--- config.mk ---
export PLATFORM = sky130hd
export DESIGN_NAME = fp16_operand_loader_flat
export DESIGN_NICKNAME = d
export VERILOG_FILES = /design/src/rtl/fp16_operand_loader_if.sv /design/src/rtl/fp16_operand_loader.sv /design/src/flat_wrapper.sv
export SDC_FILE = /design/constraint.sdc
export NUM_CORES = 1
export LEC_CHECK = 0
export CAP_MARGIN = 30
export CELL_PAD_IN_SITES_DETAIL_PLACEMENT = 1
export CELL_PAD_IN_SITES_GLOBAL_PLACEMENT = 1
export CORE_MARGIN = 3
export CORE_UTILIZATION = 38
export CTS_CLUSTER_DIAMETER = 30
export DETAILED_ROUTE_END_ITERATION = 8
export PLACE_DENSITY_LB_ADDON = 0.2
export SYNTH_ARGS = -nofsm -noshare
export SYNTH_HDL_FRONTEND = slang
export SYNTH_SLANG_ARGS = --single-unit
export TNS_END_PERCENT = 100
--- constraint.sdc ---
create_clock -name clk -period 2.6 [get_ports clk]
set_input_delay 0.52 -clock clk [delete_from_list [all_inputs] [get_ports clk]]
set_output_delay 0.52 -clock clk [all_outputs]
set_load 0.02 [all_outputs]
--- src/rtl/fp16_operand_loader_if.sv ---
// Byte-beat input stream and assembled operand-pair output stream of fp16_operand_loader.
// master drives beats and consumes pairs; slave is the loader itself.
interface fp16_operand_loader_if;
  logic        in_valid;
  logic        in_ready;
  logic        in_sync;
  logic [7:0]  in_a;
  logic [7:0]  in_b;
  logic        out_valid;
  logic        out_ready;
  logic [15:0] out_a;
  logic [15:0] out_b;
  logic [7:0]  out_flags;

  modport master (
    output in_valid, in_sync, in_a, in_b, out_ready,
    input  in_ready, out_valid, out_a, out_b, out_flags
  );

  modport slave (
    input  in_valid, in_sync, in_a, in_b, out_ready,
    output in_ready, out_valid, out_a, out_b, out_flags
  );
endinterface

--- src/rtl/fp16_operand_loader.sv ---
// Assembles FP16 operand pairs from low/high byte beats into a 2-entry FIFO.
// Define OPERAND_CLASSIFY_EN to attach half-precision special-value flags to each pair.
module fp16_operand_loader (
  input  logic                  clk,
  input  logic                  rst,
  fp16_operand_loader_if.slave  bus
);

  typedef enum logic {PH_LOW, PH_HIGH} phase_t;

  phase_t      phase_q, phase_d;
  logic [7:0]  low_a, low_b;
  logic [15:0] mem_a [2];
  logic [15:0] mem_b [2];
  logic        wr_ptr, rd_ptr;
  logic [1:0]  count;
  logic        xfer, push, pop;
  logic [15:0] asm_a, asm_b;

  // A low beat is always welcome; a high beat needs a free FIFO slot.
  assign bus.in_ready  = (phase_q == PH_LOW) || (count < 2'd2);
  assign xfer          = bus.in_valid && bus.in_ready && !bus.in_sync;
  assign push          = xfer && (phase_q == PH_HIGH);
  assign pop           = bus.out_valid && bus.out_ready;
  assign bus.out_valid = (count != 2'd0);
  assign asm_a         = {bus.in_a, low_a};
  assign asm_b         = {bus.in_b, low_b};
  assign bus.out_a     = mem_a[rd_ptr];
  assign bus.out_b     = mem_b[rd_ptr];

  always_ff @(posedge clk) begin
    if (rst) phase_q <= PH_LOW;
    else     phase_q <= phase_d;
  end

  always_comb begin
    phase_d = phase_q;
    if (bus.in_sync)
      phase_d = PH_LOW;
    else if (xfer)
      phase_d = (phase_q == PH_LOW) ? PH_HIGH : PH_LOW;
  end

  always_ff @(posedge clk) begin
    if (rst) begin
      low_a <= 8'h00;
      low_b <= 8'h00;
    end else if (xfer && (phase_q == PH_LOW)) begin
      low_a <= bus.in_a;
      low_b <= bus.in_b;
    end
  end

  // Simultaneous push and pop leaves count unchanged; the new pair queues behind the head.
  always_ff @(posedge clk) begin
    if (rst) begin
      wr_ptr <= 1'b0;
      rd_ptr <= 1'b0;
      count  <= 2'd0;
      for (int i = 0; i < 2; i++) begin
        mem_a[i] <= 16'h0000;
        mem_b[i] <= 16'h0000;
      end
    end else begin
      if (push) begin
        mem_a[wr_ptr] <= asm_a;
        mem_b[wr_ptr] <= asm_b;
        wr_ptr        <= ~wr_ptr;
      end
      if (pop) rd_ptr <= ~rd_ptr;
      case ({push, pop})
        2'b10:   count <= count + 2'd1;
        2'b01:   count <= count - 2'd1;
        default: count <= count;
      endcase
    end
  end

`ifdef OPERAND_CLASSIFY_EN
  logic [7:0] mem_f [2];

  // Returns {nan, inf, sub, zero}; sign does not matter.
  function automatic logic [3:0] classify(input logic [15:0] v);
    logic exp_max, exp_zero, mant_nz;
    exp_max  = &v[14:10];
    exp_zero = ~|v[14:10];
    mant_nz  = |v[9:0];
    return {exp_max & mant_nz, exp_max & ~mant_nz, exp_zero & mant_nz, exp_zero & ~mant_nz};
  endfunction

  always_ff @(posedge clk) begin
    if (rst) begin
      for (int i = 0; i < 2; i++) mem_f[i] <= 8'h00;
    end else if (push) begin
      mem_f[wr_ptr] <= {classify(asm_a), classify(asm_b)};
    end
  end

  assign bus.out_flags = mem_f[rd_ptr];
`else
  assign bus.out_flags = 8'h00;
`endif

endmodule

--- src/flat_wrapper.sv ---
// flat-port wrapper written by rule: the top's interface ports become plain ports
module fp16_operand_loader_flat 
  (clk, rst, bus_in_valid, bus_in_sync, bus_in_a, bus_in_b, bus_out_ready, bus_in_ready, bus_out_valid, bus_out_a, bus_out_b, bus_out_flags);
  fp16_operand_loader_if bus_i ();
  input  logic clk;
  input  logic rst;
  input wire logic [$bits(bus_i.in_valid)-1:0] bus_in_valid;
  input wire logic [$bits(bus_i.in_sync)-1:0] bus_in_sync;
  input wire logic [$bits(bus_i.in_a)-1:0] bus_in_a;
  input wire logic [$bits(bus_i.in_b)-1:0] bus_in_b;
  input wire logic [$bits(bus_i.out_ready)-1:0] bus_out_ready;
  output wire logic [$bits(bus_i.in_ready)-1:0] bus_in_ready;
  output wire logic [$bits(bus_i.out_valid)-1:0] bus_out_valid;
  output wire logic [$bits(bus_i.out_a)-1:0] bus_out_a;
  output wire logic [$bits(bus_i.out_b)-1:0] bus_out_b;
  output wire logic [$bits(bus_i.out_flags)-1:0] bus_out_flags;
  assign bus_i.in_valid = bus_in_valid;
  assign bus_i.in_sync = bus_in_sync;
  assign bus_i.in_a = bus_in_a;
  assign bus_i.in_b = bus_in_b;
  assign bus_i.out_ready = bus_out_ready;
  assign bus_in_ready = bus_i.in_ready;
  assign bus_out_valid = bus_i.out_valid;
  assign bus_out_a = bus_i.out_a;
  assign bus_out_b = bus_i.out_b;
  assign bus_out_flags = bus_i.out_flags;
  fp16_operand_loader u_core (.clk(clk), .rst(rst), .bus(bus_i));
endmodule
==> Word-level counts from Yosys, hierarchy flattened <==
Memories as Yosys holds them, arrays and structs flattened. A register that Yosys moved wholly into a read port is not among the register bits.
Cells that the tools add are included.
{ "totals": {"reg_bits": 21, "ramBits": 64, "input_bits": 21, "out_inout_bits": 42, "mem_count": 2} }
{ "op_classes": {"n_addsub": 2, "order_cmp": 1, "n_eq_ne": 2, "n_mux": 17, "bitwise_logic": 3, "reduce_logical": 12} }
{ "memory_table": {"columns": ["memory", "words", "width", "rd", "rd_ports_with_merged_regs", "wr", "line", "text"], "rows": [
  ["u_core.mem_a", 2, 16, 1, 1, 2, "fp16_operand_loader.sv:13", "logic [15:0] mem_a [2];"],
  ["u_core.mem_b", 2, 16, 1, 1, 2, "fp16_operand_loader.sv:14", "logic [15:0] mem_b [2];"]
]} }
{ "ops": {"columns": ["cell", "count"], "rows": [
  ["2-to-1 mux 16 bit", 2],
  ["OR reduction 16 bit", 2],
  ["2-to-1 mux 1 bit", 14],
  ["logical AND 1 bit", 5],
  ["one-hot mux 2 bit (2 select lines)", 1],
  ["nonzero test 2 bit", 2],
  ["inverter 1 bit", 3],
  ["adder 2 x 1 -> 2 bit, second input constant", 1],
  ["== test 2 x 1 -> 1 bit, second input constant", 1],
  ["== test 2 bit, second input constant", 1],
  ["less-than comparator 2 bit, second input constant", 1],
  ["OR reduction 2 bit", 1],
  ["subtractor 2 x 1 -> 2 bit, second input constant", 1],
  ["logical NOT 1 bit", 1],
  ["logical OR 1 bit", 1]
]} }

==> Depth between registers and ports, before layout <==
{ "logic_depth": {"ltp_word": 10, "mapped_depth": 6, "ltp_nobuf": 5} }

==> Worst setup path before layout <==
OpenSTA, ideal clock, no wires.
{ "synth_path": {"path_type": "in2reg", "startpoint": "input port bus_in_sync", "endpoint": "memory u_core.mem_a[0][0] (enable)", "setup_time_ns": 0.428, "t_arrival_ns": 2.382, "required_time_ns": 2.172, "slack_ns": -0.210, "stages": 3, "path_cell_list": "nand4bb_1 > buf_6 > o21bai_1"} }
{ "synth_rtl": {"columns": ["element", "line", "text"], "rows": [
  ["start: declaration", "flat_wrapper.sv:8", "input wire logic [$bits(bus_i.in_sync)-1:0] bus_in_sync;"],
  ["end: declaration", "fp16_operand_loader.sv:13", null]
]} }

==> results_dict.tcl <==
set metrics [dict create \
    outcome "finished clean" \
    wl_per_cell_um 15.7 \
    vias 2204 \
    drive_gt1_frac 0.228 \
    met1_usage 0.187 \
    report.final.setup_viol 0 \
    fmax_mhz 411 \
    netlist_area_sq_um 3700 \
    ir_drop_uv 191 \
    busiest_layer "met2" \
    ys_warn_count 0 \
    period_needed_ns 2.44 \
    ys_types 30 \
    avgSynthCellArea_sq_um 13.1 \
    cp_max_fo 12 \
    final.setup.tns_ns 0 \
    synth_edf_count 64 \
    cts_hold_buffers 0 \
    grt_use_met3 0.0253 \
    core_sq_um 9330 \
    cts_root_buf "clkbuf_8" \
    num_antenna_cells 0 \
    netlist.area_leader.share 0.520 \
    die-area_sq_um 10900 \
    die_x_um 105 \
    die_h_um 105 \
    cp-start-kind "flip-flop" \
    arrival_ns 1.92 \
    first_global_vias 2374 \
    power_mw 2.67 \
    use_met2 0.243 \
    cts_made_buffers 9 \
    whs_ns 0.467 \
    fp-row-count 35 \
    ios 63 \
    gp_congestion 0.708 \
    wl_um 7490 \
    post-route-drc-count 0 \
    slowest_delay_ns 0.54 \
    htreeDepth 3 \
    skew_ns 0.0147 \
    cap_violations 0 \
    grt_setup_unrepaired "false" \
    cts_num_sinks 86 \
    antenna_found_initial 0 \
    timing_worst_setup_path_type "flip-flop to output pin" \
    synthFlopType "edfxtp_1" \
    area_growth_pct 24.3 \
    fillers 952 \
    power.density_nw_per_um2 581 \
    drv_slew 0 \
    cts_setup_buffers 0 \
    cts_tree "built" \
    worstPathRequired_ns 2.08 \
    grt_pass1_wl_um 12300 \
    vias_per_cell 4.63 \
    grt_use_total 0.145 \
    syn_inst 282 \
    cp_cell_sequence "buf_4 -> mux2_2 -> clkdlybuf4s50_1" \
    multi_input_area_sq_um 1210 \
    fin_util 0.493 \
    detailed_place_hpwl_um 4900 \
    grt_max_degree 33 \
    critPathCaptureType "output pin" \
    firstDrtPassIters 3 \
    period_share 0.937 \
    clk_latency_ns 0.34 \
    hold_path.class "flip-flop to flip-flop" \
    synth_top_area_cell "edfxtp_1" \
    synth_area_leaders "edfxtp_1 52%, dfxtp_1 12%, mux2_2 8.5%" \
    yosysSeqAreaShare 0.639 \
    async_flop_share 0 \
    slowest_stage "clkdlybuf4s50_1" \
    drt_iter0_markers 58 \
    overflow 0 \
    synth-seq-cells 86 \
    static-leakage-power_nw 1.69 \
    post_cts_resized 1 \
    nets 364 \
    io_buffers 54 \
    finalHoldViolations 0 \
    final-seq-area_sq_um 2370 \
    ant_nets 0 \
    initial_core_util 0.396 \
    cts_max_path_buffers 2 \
    cts.clk_slew.worst_paths_ns 0.09 \
]
==> area by class of cell <==
| type | instances | share of cell area |
|---|---|---|
| flip-flops and latches | 86 | 0.515 |
| multi-input cells | 177 | 0.264 |
| repair buffers | 67 | 0.147 |
| well taps | 129 | 0.0351 |
| clock buffers | 9 | 0.0270 |
| clock inverters | 7 | 0.0106 |
| inverters | 1 | 0.000817 |
==> cell families after synthesis <==
logic type,after synthesis,share of synthesized area
adders and majority gates,1,0.00338
and+or+nand+nor,110,0.176
buffers and inverters,26,0.0426
xor gates and xnor gates,4,0.00948
other,1,0.00101
muxes,32,0.0975
DFF,86,0.639
AOI/OAI and AO/OA,22,0.0315
==> cells in the mapped netlist, types with 2 or more instances <==
master and n:
edfxtp_1 64, and2_1 48, nand2_1 33, mux2_2 28, dfxtp_1 22, a21oi_1 17, and2_2 16, buf_4 8
clkbuf_2 7, buf_2 5, nor2_1 5, mux2_1 4, clkbuf_1 3, buf_6 2, o21ai_0 2, or2_2 2
xnor2_1 2, xor2_1 2
==> placed cells by master (no fill, tap or decap), drive strengths merged <==
cell,synthesis,routed
conb,1,8
nand4bb,1,1
mux2,32,32
xor2,2,2
xnor2,2,2
or3b,1,1
a31oi,1,1
nor2,5,5
a21oi,17,17
clkbuf,10,9
dfxtp,22,22
buf,15,13
nor3b,2,2
nand2,33,33
o21a,1,1
edfxtp,64,64
inv,1,2
or2,2,2
clkdlybuf4s50,0,54
ha,1,1
clkinvlp,0,2
o21bai,1,1
and2,64,64
nor3,1,1
or3,1,1
clkinv,0,4
o21ai,2,2
==> worst max-delay path: cells and delay by family (launching register included) <==
family / cells / cell delay [ns]
mux: 1 / 0.35
flops: 1 / 0.48
buf+inv: 2 / 0.74
==> per-layer routing <==
metal  routed length (um)  vias up
li1                     -     1068
met1                 3430     1087
met2                 3750       40
met3                  208        9
met4                  101        0
met5                    0        -
==> per-stage QoR <==
| step | cells | cell area [sq um] | setup WS (ns) |
|---|---|---|---|
| floorplan | 289 | 3730 | 0.472 |
| global placement | 460 | 4420 | 0.318 |
| detailed placement | 460 | 4420 | 0.261 |
| CTS | 476 | 4590 | 0.113 |
| global route | 476 | 4590 | 0.0653 |
| finish | 476 | 4590 | 0.164 |
==> state kept, by name, summed over array words and instances (netlist names), named ones only <==
register and flops:
u_core.count 2, u_core.low_a 8, u_core.low_b 8, u_core.mem_a 32
u_core.mem_b 32, u_core.phase_q 1, u_core.rd_ptr 1, u_core.wr_ptr 1
==> worst paths after layout <==
check	start	slack (ns)	to	cells past startpoint
worst min-delay path	u_core.low_a[3]	0.47	u_core.low_a[3]	2
worst max register to register	u_core.count[1]	0.91	u_core.mem_a[0][13]	5
worst max-delay path	flip-flop	0.16	bus_out_b[5]	3
worst min register to register	u_core.low_a[3]	0.47	u_core.low_a[3]	2
==> where the power goes <==
part / total, mW / switching, mW / internal [mW]
clock network: 0.827 / 0.479 / 0.347
registers: 1.54 / 0.0238 / 1.52
logic: 0.297 / 0.153 / 0.144
Power figures use the tool's default switching activity.
==> patch: new RTL, same settings <==
Add a define of `OPERAND_CLASSIFY_EN`.
--- a/src/rtl/fp16_operand_loader.sv
+++ b/src/rtl/fp16_operand_loader.sv
@@ -1,5 +1,7 @@
 // Assembles FP16 operand pairs from low/high byte beats into a 2-entry FIFO.
 // Define OPERAND_CLASSIFY_EN to attach half-precision special-value flags to each pair.
+`define OPERAND_CLASSIFY_EN
+
 module fp16_operand_loader (
   input  logic                  clk,
   input  logic                  rst,
Behaviour: not the same (Yosys sat finds a counterexample within 4 cycles, from zero or initial values and one cycle with rst high).
==> patch against the unedited design <==
- synthesized area rose by 18%
- largest cell class unchanged
- largest power group unchanged
- fmax grew 4.2%
- via count is 29% higher
- sequential cell count increased by 16
- combinational power rose by 23%
- final area is 21% higher
- routed wire length grew 31%
- critical path depth unchanged
- highest routed layer unchanged
- setup slack improved by 0.099 ns
- sequential power up 19%
- total power is 32% higher
==> patch: results (changes against the unedited design) <==
placed_design:
  port_buffers: 62  # +15%
  dp_cells: 535  # +16%
  post-dp-hpwl_mm: 6.443  # +32%
  gp_congestion: 0.7523  # +6.3%
  place_ws_ns: 0.2112  # -0.04955 ns
  placedInstanceArea_um2: 5260  # +19%
clock_tree:
  numCtsBuffers: 9  # unchanged
  cts_setup_buffers: 0  # unchanged
  clk_latency_ns: 0.34  # about the same
  clk_pin_slew_ns: 0.07  # -0.02 ns
  cts_resized: 0  # -1
  cts-root-buf: "clkbuf_16"
  clk_path_buf_depth: 2  # unchanged
  cts_htree_levels: 3  # unchanged
grt:
  globalRouteOverflowTotal: 0  # unchanged
  grt_pass1_vias: 3121  # +31%
  antenna_found_initial: 0  # unchanged
  grt_max_degree: 40  # +21%
  grt_pass1_wl_mm: 16.16  # +31%
  grt_util_all_layers_pct: 16.41  # +1.9 points
layout:
  fill_cells: 1149  # +21%
  utilization_pct: 50.37  # +1.1 points
  layout.nonclk_buf_share_pct: 13.92  # -0.79 points
  seq_cell_count: 102  # +19%
  nonClockBufferCount: 74  # +10%
  clock_cell_area_share_pct: 5.337  # +1.6 points
  diodes: 0  # unchanged
  register_area_um2: 2844  # +20%
  drive_gt1_share_pct: 18.25  # -4.5 points
  largestRegisters: "u_core.mem_a (32), u_core.mem_b (32), u_core.mem_f (16)"
  num-clock-buffers: 13  # +4
  final_nets: 428  # +18%
  multiInputGateArea_um2: 1468  # +21%
  multi_input_cells: 219  # +24%
  inverters: 0  # -1
pwr:
  vdd_ir_drop_max_v: 0.0002871  # +51%
  leakage_nw: 1.994  # +18%
worst_setup_path:
  cp.arrival_ns: 1.82  # -0.10 ns
  path_max_fanout: 21  # +9
synth:
  synth.top_cells.by_area: "edfxtp_1 55%, mux2_2 10%, dfxtp_1 10%"
  yosysSeqAreaShare_pct: 65.32  # +1.4 points
  synth_cell_type_count: 31  # +3.3%
  synth_cells: 339  # +20%
  yosysWarnings: 0  # unchanged
  ys_top_cells_by_count: "80 x edfxtp_1, 64 x and2_1, 40 x mux2_2, 37 x nand2_1, 22 x dfxtp_1"
  async_reset_ff_share_pct: 0  # unchanged
  synth-edff-count: 80  # +25%
  synth_nets: 361
routing:
  drt_first_pass_iters: 4  # +1
  drt_iter0_markers: 101  # +74%
  avgViaCountPerCell: 5.158  # +11%
  drt-total-wl_mm: 9.790  # +31%
  wl_per_cell_um: 17.77  # +13%
timing:
  maxSlewHeadroom_pct: 66.39
  hold_viol: 0  # unchanged
  skew_ns: 0.006356  # -0.008342 ns
run_status:
  outcome: "completed"
worst_hold_path:
  hp-class: "reg -> reg"
floorplan:
  num_rows: 38  # +8.6%
-- patch: changes by cell type after synthesis, sizes merged, moves of 8 or more --
cell	delta
mux2	+8
edfxtp	+16
nor2	+8
nor3	+18
buf	-10
-- patch: path summary, 6_finish.rpt --
kind                   start            endpoint  slack, ns  depth (start not counted)
max reg2reg    u_core.wr_ptr  u_core.mem_a[1][8]       0.82                          4
min reg2reg  u_core.low_b[2]     u_core.low_b[2]       0.49                          2
min          u_core.low_b[2]     u_core.low_b[2]       0.49                          2
max                flip-flop        bus_out_b[9]       0.26                          3
-- patch: worst max-delay path, cell delays in order (launching register included) --
cell             delay (ns)
dfxtp_2                0.38
buf_12                 0.18
mux2_2                 0.37
clkdlybuf4s50_1        0.55
-- patch: logic make-up (layout without fill, tap and decap cells) --
kind of cell             after synthesis  count (layout)  share of synthesized area [%]
AND/OR/NAND/NOR                      155             155                          19.44
flip-flops                           102             102                          65.32
AO/OA/AOI/OAI                         20              20                          2.415
adder cells (fa/ha/maj)                1               1                         0.2875
XOR/XNOR                               3               3                         0.6039
buffers and inverters                 18              90                          1.581
multiplexers                          40              40                          10.35
-- patch: report_power, final --
part           internal (W)  total [W]  leakage (nW)  switching, W
sequential          0.00181    0.00184          1.01     0.0000286
clock              0.000755    0.00131         0.151      0.000554
combinational      0.000174   0.000365         0.835      0.000191
-- patch: per-layer routing --
| layer | up-vias | track usage (%) | wire length (um) |
|---|---|---|---|
| met5 | - | 0 | 0 |
| met4 | 0 | 6.010 | 148 |
| met3 | 9 | 2.406 | 321 |
| met2 | 50 | 29.82 | 5174 |
| met1 | 1447 | 19.69 | 4145 |
| li1 | 1336 | - | - |
